<file path="config.mk">
export PLATFORM = sky130hd
export DESIGN_NAME = signed_mult_sequencer
export DESIGN_NICKNAME = d
export VERILOG_FILES = /design/src/rtl/mult_pkg.sv /design/src/rtl/operand_magnitude.sv /design/src/rtl/signed_mult_sequencer.sv
export SDC_FILE = /design/constraint.sdc
export NUM_CORES = 1
export LEC_CHECK = 0
export ABC_AREA = 1
export CORE_ASPECT_RATIO = 1.4
export CORE_MARGIN = 8
export CORE_UTILIZATION = 60
export CTS_CLUSTER_DIAMETER = 120
export DETAILED_ROUTE_END_ITERATION = 8
export MAX_ROUTING_LAYER = met4
export PLACE_DENSITY = 0.91
export REMOVE_ABC_BUFFERS = 1
export SYNTH_ARGS = -nofsm -noshare
export SYNTH_HDL_FRONTEND = slang
export SYNTH_HIERARCHICAL = 1
export SYNTH_SLANG_ARGS = --single-unit
</file>
<file path="constraint.sdc">
create_clock -name clk -period 5.69 [get_ports clk]
set_input_delay 1.4225 -clock clk [delete_from_list [all_inputs] [get_ports clk]]
set_output_delay 1.4225 -clock clk [all_outputs]
set_load 0.005 [all_outputs]
</file>
<file path="src/rtl/mult_pkg.sv">
// Shared definitions for the signed shift-add multiplier sequencer.
package mult_pkg;

    // Default operand width in bits.
    localparam int unsigned DefaultWidth = 8;

    // Sequencer states.
    typedef enum logic [2:0] {
        StIdle = 3'd0,
        StLoad = 3'd1,
        StCalc = 3'd2,
        StSign = 3'd3,
        StDone = 3'd4
    } mult_state_e;

endpackage

</file>
<file path="src/rtl/operand_magnitude.sv">
// Splits a signed two's-complement operand into an unsigned magnitude and a sign bit.
// The most negative value maps to the unsigned magnitude 2^(WIDTH-1), which still fits in WIDTH
// bits when read as unsigned.
module operand_magnitude
    import mult_pkg::*;
#(
    parameter int unsigned WIDTH = DefaultWidth
) (
    input  logic [WIDTH-1:0] value,
    output logic [WIDTH-1:0] magnitude,
    output logic             sign
);

    // Conditional two's-complement negation driven by the operand MSB.
    always_comb begin
        sign      = value[WIDTH-1];
        magnitude = sign ? (~value + WIDTH'(1)) : value;
    end

endmodule

</file>
<file path="src/rtl/signed_mult_sequencer.sv">
// Sequential signed multiplier: sign-magnitude split, WIDTH shift-add steps, final negation.
// Optional build macro SIGNED_MULT_EARLY_TERM_EN: leave the shift-add phase as soon as the
// remaining multiplier bits are all zero, folding the outstanding alignment shift into that step.
module signed_mult_sequencer
    import mult_pkg::*;
#(
    parameter int unsigned WIDTH = DefaultWidth
) (
    input  logic                 clk,
    input  logic                 reset,
    input  logic                 start,
    input  logic [WIDTH-1:0]     multiplicand,
    input  logic [WIDTH-1:0]     multiplier,
    output logic [2*WIDTH-1:0]   product,
    output logic                 busy,
    output logic                 ready
);

    localparam int unsigned AccW = 2 * WIDTH;
    localparam int unsigned CntW = $clog2(WIDTH + 1);

    mult_state_e state_q, state_d;

    logic [WIDTH-1:0] a_q, a_d;          // sampled multiplicand
    logic [WIDTH-1:0] b_q, b_d;          // sampled multiplier
    logic [WIDTH-1:0] mcand_q, mcand_d;  // multiplicand magnitude
    logic [WIDTH-1:0] mp_q, mp_d;        // remaining multiplier magnitude bits
    logic [AccW-1:0]  acc_q, acc_d;
    logic [AccW-1:0]  product_q, product_d;
    logic [CntW-1:0]  cnt_q, cnt_d;
    logic             sign_q, sign_d;
    logic             zero_q, zero_d;

    logic [WIDTH-1:0] mag_a, mag_b;
    logic             sign_a, sign_b;

    logic [AccW:0]    step_sum;
    logic [WIDTH-1:0] mp_shifted;
    logic [CntW-1:0]  shamt;
    logic             calc_last;

    operand_magnitude #(
        .WIDTH (WIDTH)
    ) u_mag_a (
        .value     (a_q),
        .magnitude (mag_a),
        .sign      (sign_a)
    );

    operand_magnitude #(
        .WIDTH (WIDTH)
    ) u_mag_b (
        .value     (b_q),
        .magnitude (mag_b),
        .sign      (sign_b)
    );

    // State register.
    always_ff @(posedge clk or posedge reset) begin
        if (reset) begin
            state_q <= StIdle;
        end else begin
            state_q <= state_d;
        end
    end

    // Next-state decode plus busy/ready, both pure functions of the current state.
    always_comb begin
        state_d = state_q;
        busy    = 1'b1;
        ready   = 1'b0;
        unique case (state_q)
            StIdle: begin
                busy = 1'b0;
                if (start) begin
                    state_d = StLoad;
                end
            end
            StLoad: state_d = StCalc;
            StCalc: begin
                if (calc_last) begin
                    state_d = StSign;
                end
            end
            StSign: state_d = StDone;
            StDone: begin
                ready   = 1'b1;
                state_d = StIdle;
            end
            default: begin
                busy    = 1'b0;
                state_d = StIdle;
            end
        endcase
    end

    // One shift-add step; the carry out of the upper half is kept in step_sum's top bit.
    always_comb begin
        mp_shifted = mp_q >> 1;
        step_sum   = {1'b0, acc_q} + (mp_q[0] ? {1'b0, mcand_q, {WIDTH{1'b0}}} : '0);
`ifdef SIGNED_MULT_EARLY_TERM_EN
        // With no multiplier bits left, the remaining steps are pure shifts: do them all now.
        calc_last  = (cnt_q == CntW'(1)) || (mp_shifted == '0);
        shamt      = calc_last ? cnt_q : CntW'(1);
`else
        calc_last  = (cnt_q == CntW'(1));
        shamt      = CntW'(1);
`endif
    end

    // Datapath next-state values, selected by the current sequencer state.
    always_comb begin
        a_d       = a_q;
        b_d       = b_q;
        mcand_d   = mcand_q;
        mp_d      = mp_q;
        acc_d     = acc_q;
        product_d = product_q;
        cnt_d     = cnt_q;
        sign_d    = sign_q;
        zero_d    = zero_q;
        case (state_q)
            StIdle: begin
                if (start) begin
                    a_d = multiplicand;
                    b_d = multiplier;
                end
            end
            StLoad: begin
                mcand_d = mag_a;
                mp_d    = mag_b;
                sign_d  = sign_a ^ sign_b;
                zero_d  = (mag_a == '0) || (mag_b == '0);
                acc_d   = '0;
                cnt_d   = CntW'(WIDTH);
            end
            StCalc: begin
                acc_d = AccW'(step_sum >> shamt);
                mp_d  = mp_shifted;
                cnt_d = calc_last ? '0 : cnt_q - CntW'(1);
            end
            StSign: begin
                // A zero operand always yields +0, whatever the operand signs.
                if (zero_q) begin
                    product_d = '0;
                end else if (sign_q) begin
                    product_d = AccW'(0) - acc_q;
                end else begin
                    product_d = acc_q;
                end
            end
            default: ;
        endcase
    end

    // Datapath registers; reset clears everything so an abandoned operation leaves no trace.
    always_ff @(posedge clk or posedge reset) begin
        if (reset) begin
            a_q       <= '0;
            b_q       <= '0;
            mcand_q   <= '0;
            mp_q      <= '0;
            acc_q     <= '0;
            product_q <= '0;
            cnt_q     <= '0;
            sign_q    <= 1'b0;
            zero_q    <= 1'b0;
        end else begin
            a_q       <= a_d;
            b_q       <= b_d;
            mcand_q   <= mcand_d;
            mp_q      <= mp_d;
            acc_q     <= acc_d;
            product_q <= product_d;
            cnt_q     <= cnt_d;
            sign_q    <= sign_d;
            zero_q    <= zero_d;
        end
    end

    assign product = product_q;

endmodule

</file>
======== Word-level counts from Yosys, hierarchy flattened ========
Cells that the tools add are included.
cells by class
  add/sub/neg operators ................... 5
  eq/ne operators ......................... 7
  mux-type cells .......................... 14
  bitwise logic cells ..................... 3
  reduce and logical (&&, ||, !) cells .... 8
operator list
  operator                                                              count
  16-bit two-way mux                                                    3
  16-bit one-hot mux with 2 select lines                                1
  16-bit by 16-bit adder with 17-bit output                             1
  8-bit by 1-bit adder with 8-bit output (second input constant)        2
  8-bit logical NOT                                                     2
  8-bit two-way mux                                                     2
  8-bit inverter                                                        2
  8-bit one-hot mux with 2 select lines                                 1
  1-bit by 16-bit subtractor with 16-bit output (first input constant)  1
  3-bit one-hot mux with 4 select lines                                 1
  4-bit one-hot mux with 2 select lines                                 1
  3-bit by 2-bit == test with 1-bit output (second input constant)      2
  3-bit two-way mux                                                     2
  4-bit by 1-bit == test with 1-bit output (second input constant)      1
  4-bit two-way mux                                                     1
  2-bit != test (second input constant)                                 2
  2-bit AND reduction                                                   2
  4-bit OR reduction                                                    1
  4-bit by 1-bit subtractor with 4-bit output (second input constant)   1
  3-bit by 1-bit == test with 1-bit output (second input constant)      1
  3-bit == test (second input constant)                                 1
  3-bit logical NOT                                                     1
  1-bit two-way mux                                                     2
  2-bit nonzero test                                                    1
  other kinds (2)                                                       2
word-level totals
  register bits after elaboration ......... 73
  bits of input ports ..................... 19
  output and inout bits ................... 18

======== Longest topological paths before layout ========
Gate-level depths: netlist of run 1.
  depth after elaboration ................. 5
  depth in mapped cells ................... 12
  gate-level depth less buffers ........... 11

======== Hierarchy ========
Netlist of run 1, hierarchy kept.
modules (own cells, without submodules)
  module                 instances  cells each  area each (sq um)
  signed_mult_sequencer  1          439         3719.8
  operand_magnitude      2          40          203.9

======== Worst setup path before layout of run 1 ========
OpenSTA, ideal clock, no wires.
  path type ............................... flip-flop to output port
  start point ............................. register state_q[0]
  end point ............................... output busy
  arrival ................................. 1083 ps
  required time ........................... 4268 ps
  setup slack ............................. 3184 ps
  stages on the path, launching flop included .. 7
  cells stage by stage .................... dfrtp_1 nor2_4 nand2_2 nand2_2 buf_2 nor2_1 nand2_1
on the way
  cells in the longest elaborated chain, start to end .. 3
RTL lines
  element                                                           line                         source
  start: declaration                                                signed_mult_sequencer.sv:22  mult_state_e state_q, state_d;
  start signal: assignment                                          signed_mult_sequencer.sv:61  state_q <= StIdle;
  start signal: assignment                                          signed_mult_sequencer.sv:63  state_q <= state_d;
  3-bit by 2-bit == test with 1-bit output (tied with other cells)  signed_mult_sequencer.sv:72  unique case (state_q)
  4-bit OR reduction (no line) *                                    --
  1-bit two-way mux *                                               signed_mult_sequencer.sv:72
  end: declaration                                                  signed_mult_sequencer.sv:15  output logic busy,
Mark *: on every way between the ends. The rest lies on a longest branch, timed or not.

======== Worst setup path after layout of run 1 ========
  start point ............................. register state_q[1]
  end point ............................... output busy
Same word-level chain as after synthesis.

==> results of run 1 <==
==> synth_stat cells (all sizes together) <==
cell type	n	area, um2
nand2	169	639.4
dfrtp	73	1827
inv	59	221.5
nor2	43	181.4
nand3	41	240.2
o21ai	36	180.2
a21oi	18	90.09
buf	18	123.9
mux2	16	217.7
ha	13	162.7
o22ai	9	56.30
nand3b	4	30.03
nor4	4	25.02
xnor2	4	35.03
xor2	4	35.03
nor3	3	15.01
a22oi	1	7.510
clkbuf	1	3.750
fa	1	20.02
nand4	1	6.260
o211a	1	10.01
==> worst max-delay path: stages, from the launching register on <==
cell,delay [ns]
dfrtp_1,0.46
inv_2,0.11
nand3_1,0.47
nand2_2,0.57
nor2_1,0.08
nand2_1,0.07
clkdlybuf4s50_1,0.50
==> through the flow <==
step                      instance area, um2  setup WS [ns]  util [%]  cells
after floorplan                         4000          2.414         -    500
after global placement                  4487          2.080     65.97    632
after detailed placement                4487          2.017     65.97    632
after CTS                               4668          1.615     68.64    648
after global routing                    4668          1.369     68.64    648
final                                   4668          1.640     68.64    648
==> layer usage <==
metal	track usage, %	vias up	wire length [um]
met5	-	-	0
met4	9.155	0	185
met3	3.376	15	440
met2	31.84	99	4279
met1	19.27	1630	3245
li1	-	1719	-
==> state kept, by name, summed over array words and instances, names as in the netlist <==
| name | cells |
|---|---|
| cnt_q | 4 |
| acc_q | 16 |
| zero_q | 1 |
| sign_q | 1 |
| mp_q | 8 |
| b_q | 8 |
| mcand_q | 8 |
| a_q | 8 |
| state_q | 3 |
| product | 16 |
==> how the worst max path moves through the flow <==
stage / from / depth (start not counted) / slack (ns) / to
floorplan: reset / 1 / 2.41 / a_q[0]$_DFFE_PP0P_
global placement: state_q[2]$_DFFE_PP0P_ / 6 / 2.08 / busy
finish: state_q[1]$_DFFE_PP0P_ / 6 / 1.64 / busy
detailed placement: state_q[2]$_DFFE_PP0P_ / 6 / 2.02 / busy
CTS: state_q[2]$_DFFE_PP0P_ / 6 / 1.62 / busy
global route: state_q[1]$_DFFE_PP0P_ / 6 / 1.37 / busy
==> power by group through the flow <==
| stage | Combinational (mW) | Clock (mW) | Sequential [mW] |
|---|---|---|---|
| final | 1.31 | 0.371 | 0.941 |
| after global routing | 1.49 | 0.391 | 0.979 |
| after CTS | 1.30 | 0.378 | 0.941 |
| after detailed placement | 1.29 | 0 | 0.948 |
| after global placement | 1.23 | 0 | 0.932 |
| after floorplan | 0.960 | 0 | 0.904 |
==> cell type report <==
class	instances	area, um2	area share, %
well taps	95	118.9	2.546
flip-flops and latches	73	1827	39.13
multi-input cells	368	1952	41.81
repair buffers	37	367.9	7.880
clock inverters	5	30.03	0.6433
clock buffers	11	151.4	3.243
inverters	59	221.5	4.744
==> kinds of logic (layout without fill, tap and decap cells) <==
group           Yosys count  in the layout
compound gates           65             65
xor+xnor                  8              8
fa+ha+maj                14             14
buf+inv                  78            112
flops                    73             73
mux                      16             16
simple gates            265            265
==> results by group, run 1 <==
Hold path
  • Hold path start: product[8]$_DFFE_PP0P_
  • Worst Hold Depth: 2
  • Endpoint, Worst Hold: product[8]$_DFFE_PP0P_
  • Worst min-delay path class: reg2reg

Global routing
  • Vias in the first global route: 3325
  • Antenna violations before repair: 0
  • GRT overflow: 0
  • First-pass GRT wire length: 14080 um
  • Largest net degree at the start of global routing: 39
  • GRT Util Overall: 18.28%

Clocking
  • CTS Buffer Depth: 2
  • Postcts setup bufs: 0
  • CTS tree: built
  • H-Tree Depth: 3
  • CTS buffer count: 9
  • Hold_buf cts: 0
  • Clock Latency Late Sink: 0.36 ns
  • Clock transition at path regs: 0.07 ns
  • Post-CTS sizing: 0
  • Clock Sinks: 73
  • Clock Tree Root: clkbuf_8

Die
  • Core region area: 0.006802 mm2
  • Die ar.: 0.009827 mm2
  • Initial Utilization: 60.69%
  • Chip Height: 114.1 um
  • IO Pins: 37
  • Width of the die: 86.10 um
  • Row count: 36

Synthesis
  • Synth Area in Adders: 4.426%
  • Seq/Total Area, Yosys: 44.26%
  • Synth Area in Simple Gates: 27.55%
  • Post-synthesis compound-gate area fraction: 8.336%
  • Syn Std Cell Area: 0.004128 mm2
  • Synth warnings: 6
  • Library cells used by synthesis: 32
  • Fraction of synthesized area in multiplexers: 5.274%
  • FF+latch count, synth: 73
  • Post-synthesis xor/xnor area fraction: 1.697%
  • Syn Area/Cell: 7.953 um2
  • Combinational family with the most area after synthesis: simple AND/OR/NAND/NOR gates
  • Post-Synthesis Cells: 519

Timing
  • Setup TNS: 0 ns
  • Max-slew violation count: 0
  • Worst Skew: 0.004457 ns
  • Final hold vios: 0
  • Setup violations, final: 0
  • RSZ-0062 raised after global routing: false
  • Fin crit period: 4.050 ns
  • Worst Tran Pin Value: 0.7145 ns
  • Slew margin rel.: 52.30%
  • Fmax: 246.9 MHz
  • Tcrit/Tclk final: 71.18%
  • Hold_ws: 0.4784 ns

Flow run
  • Max-cap check violation count: 0

Drt
  • Post-Route WL: 8150 um
  • Drt first pass iters: 5
  • DRT iter0 DRCs: 187
  • Post-DRT Antenna Nets: 0
  • Remaining DRCs: 0
  • Vias: 3463
  • Post-DR wirelength/cell: 12.58 um
  • Drt via density: 5.344

Pwr
  • PwrDens: 561.1 mW/mm2
  • Clk pwr share: 14.2%
  • Total Power: 2.619 mW
  • P_sw: 1.167 mW
  • Maximum vdd ir drop: 319.0 uV
  • Switch share: 44.54%
  • P_int: 1.453 mW
  • Leakage power: 2.404 nW
  • Combinational share of power: 49.9%
  • Register share of total power: 35.9%

Placed design
  • Port bufs: 36
  • HPWL after detailed placement: 5983 um
  • RePlAce Congestion: 0.8615

Cells and area
  • Layout fillers: 547
  • Share of post-route cells with drive strength above 1: 8.680%
  • NumNets Final: 581
  • Number of diodes: 0
  • Area Growth Syn to Fin: 13.09%
  • Commonest non-fill, non-tap cell in the layout: nand2_1
  • Commonest cells after routing, fill and taps aside: nand2_1, dfrtp_1, inv_1

Run status
  • Status: completed

Worst setup path
  • WP data arrival: 2.63 ns
  • CP max FO: 25
  • Reg2reg path depth: 5
  • Critical path startpoint category: flop
  • Worst Setup End Kind: primary output
  • RR Startpoint: state_q[1]$_DFFE_PP0P_
  • Reg-to-reg endpoint: cnt_q[3]$_DFFE_PP0P_
  • Crit path kind: reg2out
  • R2R setup slack: 3.42 ns
  • CP required: 4.27 ns
Note: power is estimated with default switching activity, not from simulation.
==> inputs of run 2 (changes only) <==
- CORE_UTILIZATION: 60 -> 52
- PLACE_DENSITY: 0.91 -> 0.84
- clock period: 5.69 -> 3.4 ns (I/O delays scaled with it)
==> run 2 against run 1 <==
Against the previous run: final area up 1.7%; highest routed layer unchanged; non-clock buffer count rose by 2; largest cell class unchanged; global-route usage fell by 1.8 points; sequential share of layout area down 0.64 points; clock skew up 0.0079 ns; die area is 13% higher; first-iteration DRC count did not move; clock power increased by 100%.
==> results by group, run 2 (same netlist as run 1, synthesis figures left out) <==
Placed design
  • HPWL after detailed placement: 6002 um
  • RePlAce Congestion: 0.8577
  • Port bufs: 36
  • Dpl cells: 639
  • Place WS: 0.8811 ns

Drt
  • Post-DRT Antenna Nets: 0
  • Remaining DRCs: 0
  • Vias: 3443
  • Drt first pass iters: 4
  • Post-Route WL: 8320 um
  • Post-DR wirelength/cell: 12.70 um
  • Drt via density: 5.256
  • DRT iter0 DRCs: 187

Run status
  • Status: completed

Worst setup path
  • CP max stage cell: clkdlybuf4s50_1
  • Critical Path End: busy
  • R2R setup slack: 1.47 ns
  • Reg2reg path depth: 11
  • CP max FO: 21
  • Slowest cell delay on critical path: 0.50 ns
  • Crit-path cells: nor2_4 > nand2_2 > nand2_2 > nor2_1 > nand2_1 > clkdlybuf4s50_1
  • CP Launch Point: state_q[0]$_DFFE_PP0P_
  • WP data arrival: 2.05 ns
  • Worst Setup End Kind: primary output
  • CP dominant cell by count: nand2_2
  • Reg-to-reg endpoint: acc_q[13]$_DFFE_PP0P_
  • RR Startpoint: mp_q[0]$_DFFE_PP0P_
  • Critical path startpoint category: flop
  • CP required: 2.55 ns
  • Crit path kind: reg2out

Clocking
  • CTS Buffer Depth: 2
  • CTS tree: built
  • Clock transition at path regs: 0.08 ns
  • Postcts setup bufs: 0
  • Clock Sinks: 73
  • CTS buffer count: 9
  • H-Tree Depth: 3
  • Post-CTS sizing: 0
  • Clock Tree Root: clkbuf_8
  • Hold_buf cts: 0
  • Clock Latency Late Sink: 0.35 ns

Cells and area
  • Final core occ: 61.24%
  • Commonest non-fill, non-tap cell in the layout: nand2_1
  • Number of diodes: 0
  • Area Growth Syn to Fin: 14.97%
  • Share of post-route cells with drive strength above 1: 9.009%
  • NumNets Final: 583
  • Post-Layout Cell Count: 655
  • Commonest cells after routing, fill and taps aside: nand2_1, dfrtp_1, inv_1

Global routing
  • Vias in the first global route: 3512
  • GRT overflow: 0
  • Largest net degree at the start of global routing: 74
  • Antenna violations before repair: 0
  • First-pass GRT wire length: 14690 um
  • GRT Util Overall: 16.43%

Die
  • Width of the die: 91.30 um
  • Core region area: 0.007750 mm2
  • Chip Height: 121.4 um
  • Row count: 38
  • IO Pins: 37
  • Initial Utilization: 53.26%
  • Die ar.: 0.01109 mm2

Pwr
  • Total Power: 4.537 mW
  • Leakage power: 2.433 nW
  • PwrDens: 955.9 mW/mm2
  • Maximum vdd ir drop: 510.9 uV

Timing
  • Tcrit/Tclk final: 85.15%
  • Worst Skew: 0.01239 ns
  • Final hold vios: 0
  • Slew margin rel.: 61.43%
  • Fmax: 345.4 MHz
  • Max-slew violation count: 0
  • Post-route setup slack: 0.5047 ns
  • Setup violations, final: 0
  • Worst Tran Pin Value: 0.5786 ns
  • Fin crit period: 2.895 ns
  • Setup TNS: 0 ns
  • RSZ-0062 raised after global routing: false

Hold path
  • Worst min-delay path class: reg2reg
  • Worst Hold Depth: 2

Flow run
  • Max-cap check violation count: 0
[run 2: cell count changes in the layout (fill, tap and decap cells not counted)]
cell | previous run | this run
buf_12 | 0 | 1
buf_4 | 1 | 2
bufinv_16 | 0 | 2
clkbuf_8 | 11 | 9
clkinv_2 | 3 | 0
clkinv_4 | 0 | 1
inv_6 | 0 | 2
[run 2: critical path: cells and delay by family, from the launching register on]
kind	cells	cell delay (ns)
flops	1	0.46
simple gates	5	0.72
buf+inv	1	0.50
[run 2: cell type report]
cell class                      count  area [um2]
Clock buffer                        9       123.9
Clock inverter                      7       101.3
Fill cell                         626        3004
Inverter                           59       221.5
Multi-Input combinational cell    368        1952
Sequential cell                    73        1827
Tap cell                          100       125.1
Timing Repair Buffer               39       395.4
[run 2: where the power goes]
part | total (mW) | internal (mW) | switching (mW) | leakage, nW
Clock | 0.756 | 0.419 | 0.338 | 0.106
Combinational | 2.20 | 0.929 | 1.27 | 1.39
Sequential | 1.58 | 1.22 | 0.358 | 0.933
Total | 4.54 | 2.57 | 1.97 | 2.43
[run 2: routing by layer]
| metal | wire length [um] | GRT usage, % | share of wire, % | up-vias |
|---|---|---|---|---|
| met1 | 3438 | 16.69 | 41 | 1634 |
| met2 | 4410 | 29.12 | 53 | 69 |
| met4 | 180 | 9.661 | 2.2 | 0 |
| li1 | - | - | - | 1725 |
| met5 | 0 | - | 0 | - |
| met3 | 290 | 2.848 | 3.5 | 15 |
[run 2: metrics by stage]
| step | hold WS (ns) | cell area (um2) |
|---|---|---|
| floorplan | 0.4422 | 4000 |
| global placement | 0.4592 | 4521 |
| detailed placement | 0.4651 | 4521 |
| CTS | 0.4838 | 4746 |
| global route | 0.4978 | 4746 |
| finish | 0.4811 | 4746 |
[run 2: how the worst min path moves through the flow]
stage                                 start                       to  slack (ns)
finish              product[12]$_DFFE_PP0P_  product[12]$_DFFE_PP0P_        0.48
detailed placement   mcand_q[3]$_DFFE_PP0P_   mcand_q[3]$_DFFE_PP0P_        0.47
floorplan               mp_q[7]$_DFFE_PP0P_      mp_q[7]$_DFFE_PP0P_        0.44
global placement        mp_q[7]$_DFFE_PP0P_      mp_q[7]$_DFFE_PP0P_        0.46
global route         product[8]$_DFFE_PP0P_   product[8]$_DFFE_PP0P_        0.50
CTS                     mp_q[7]$_DFFE_PP0P_      mp_q[7]$_DFFE_PP0P_        0.48
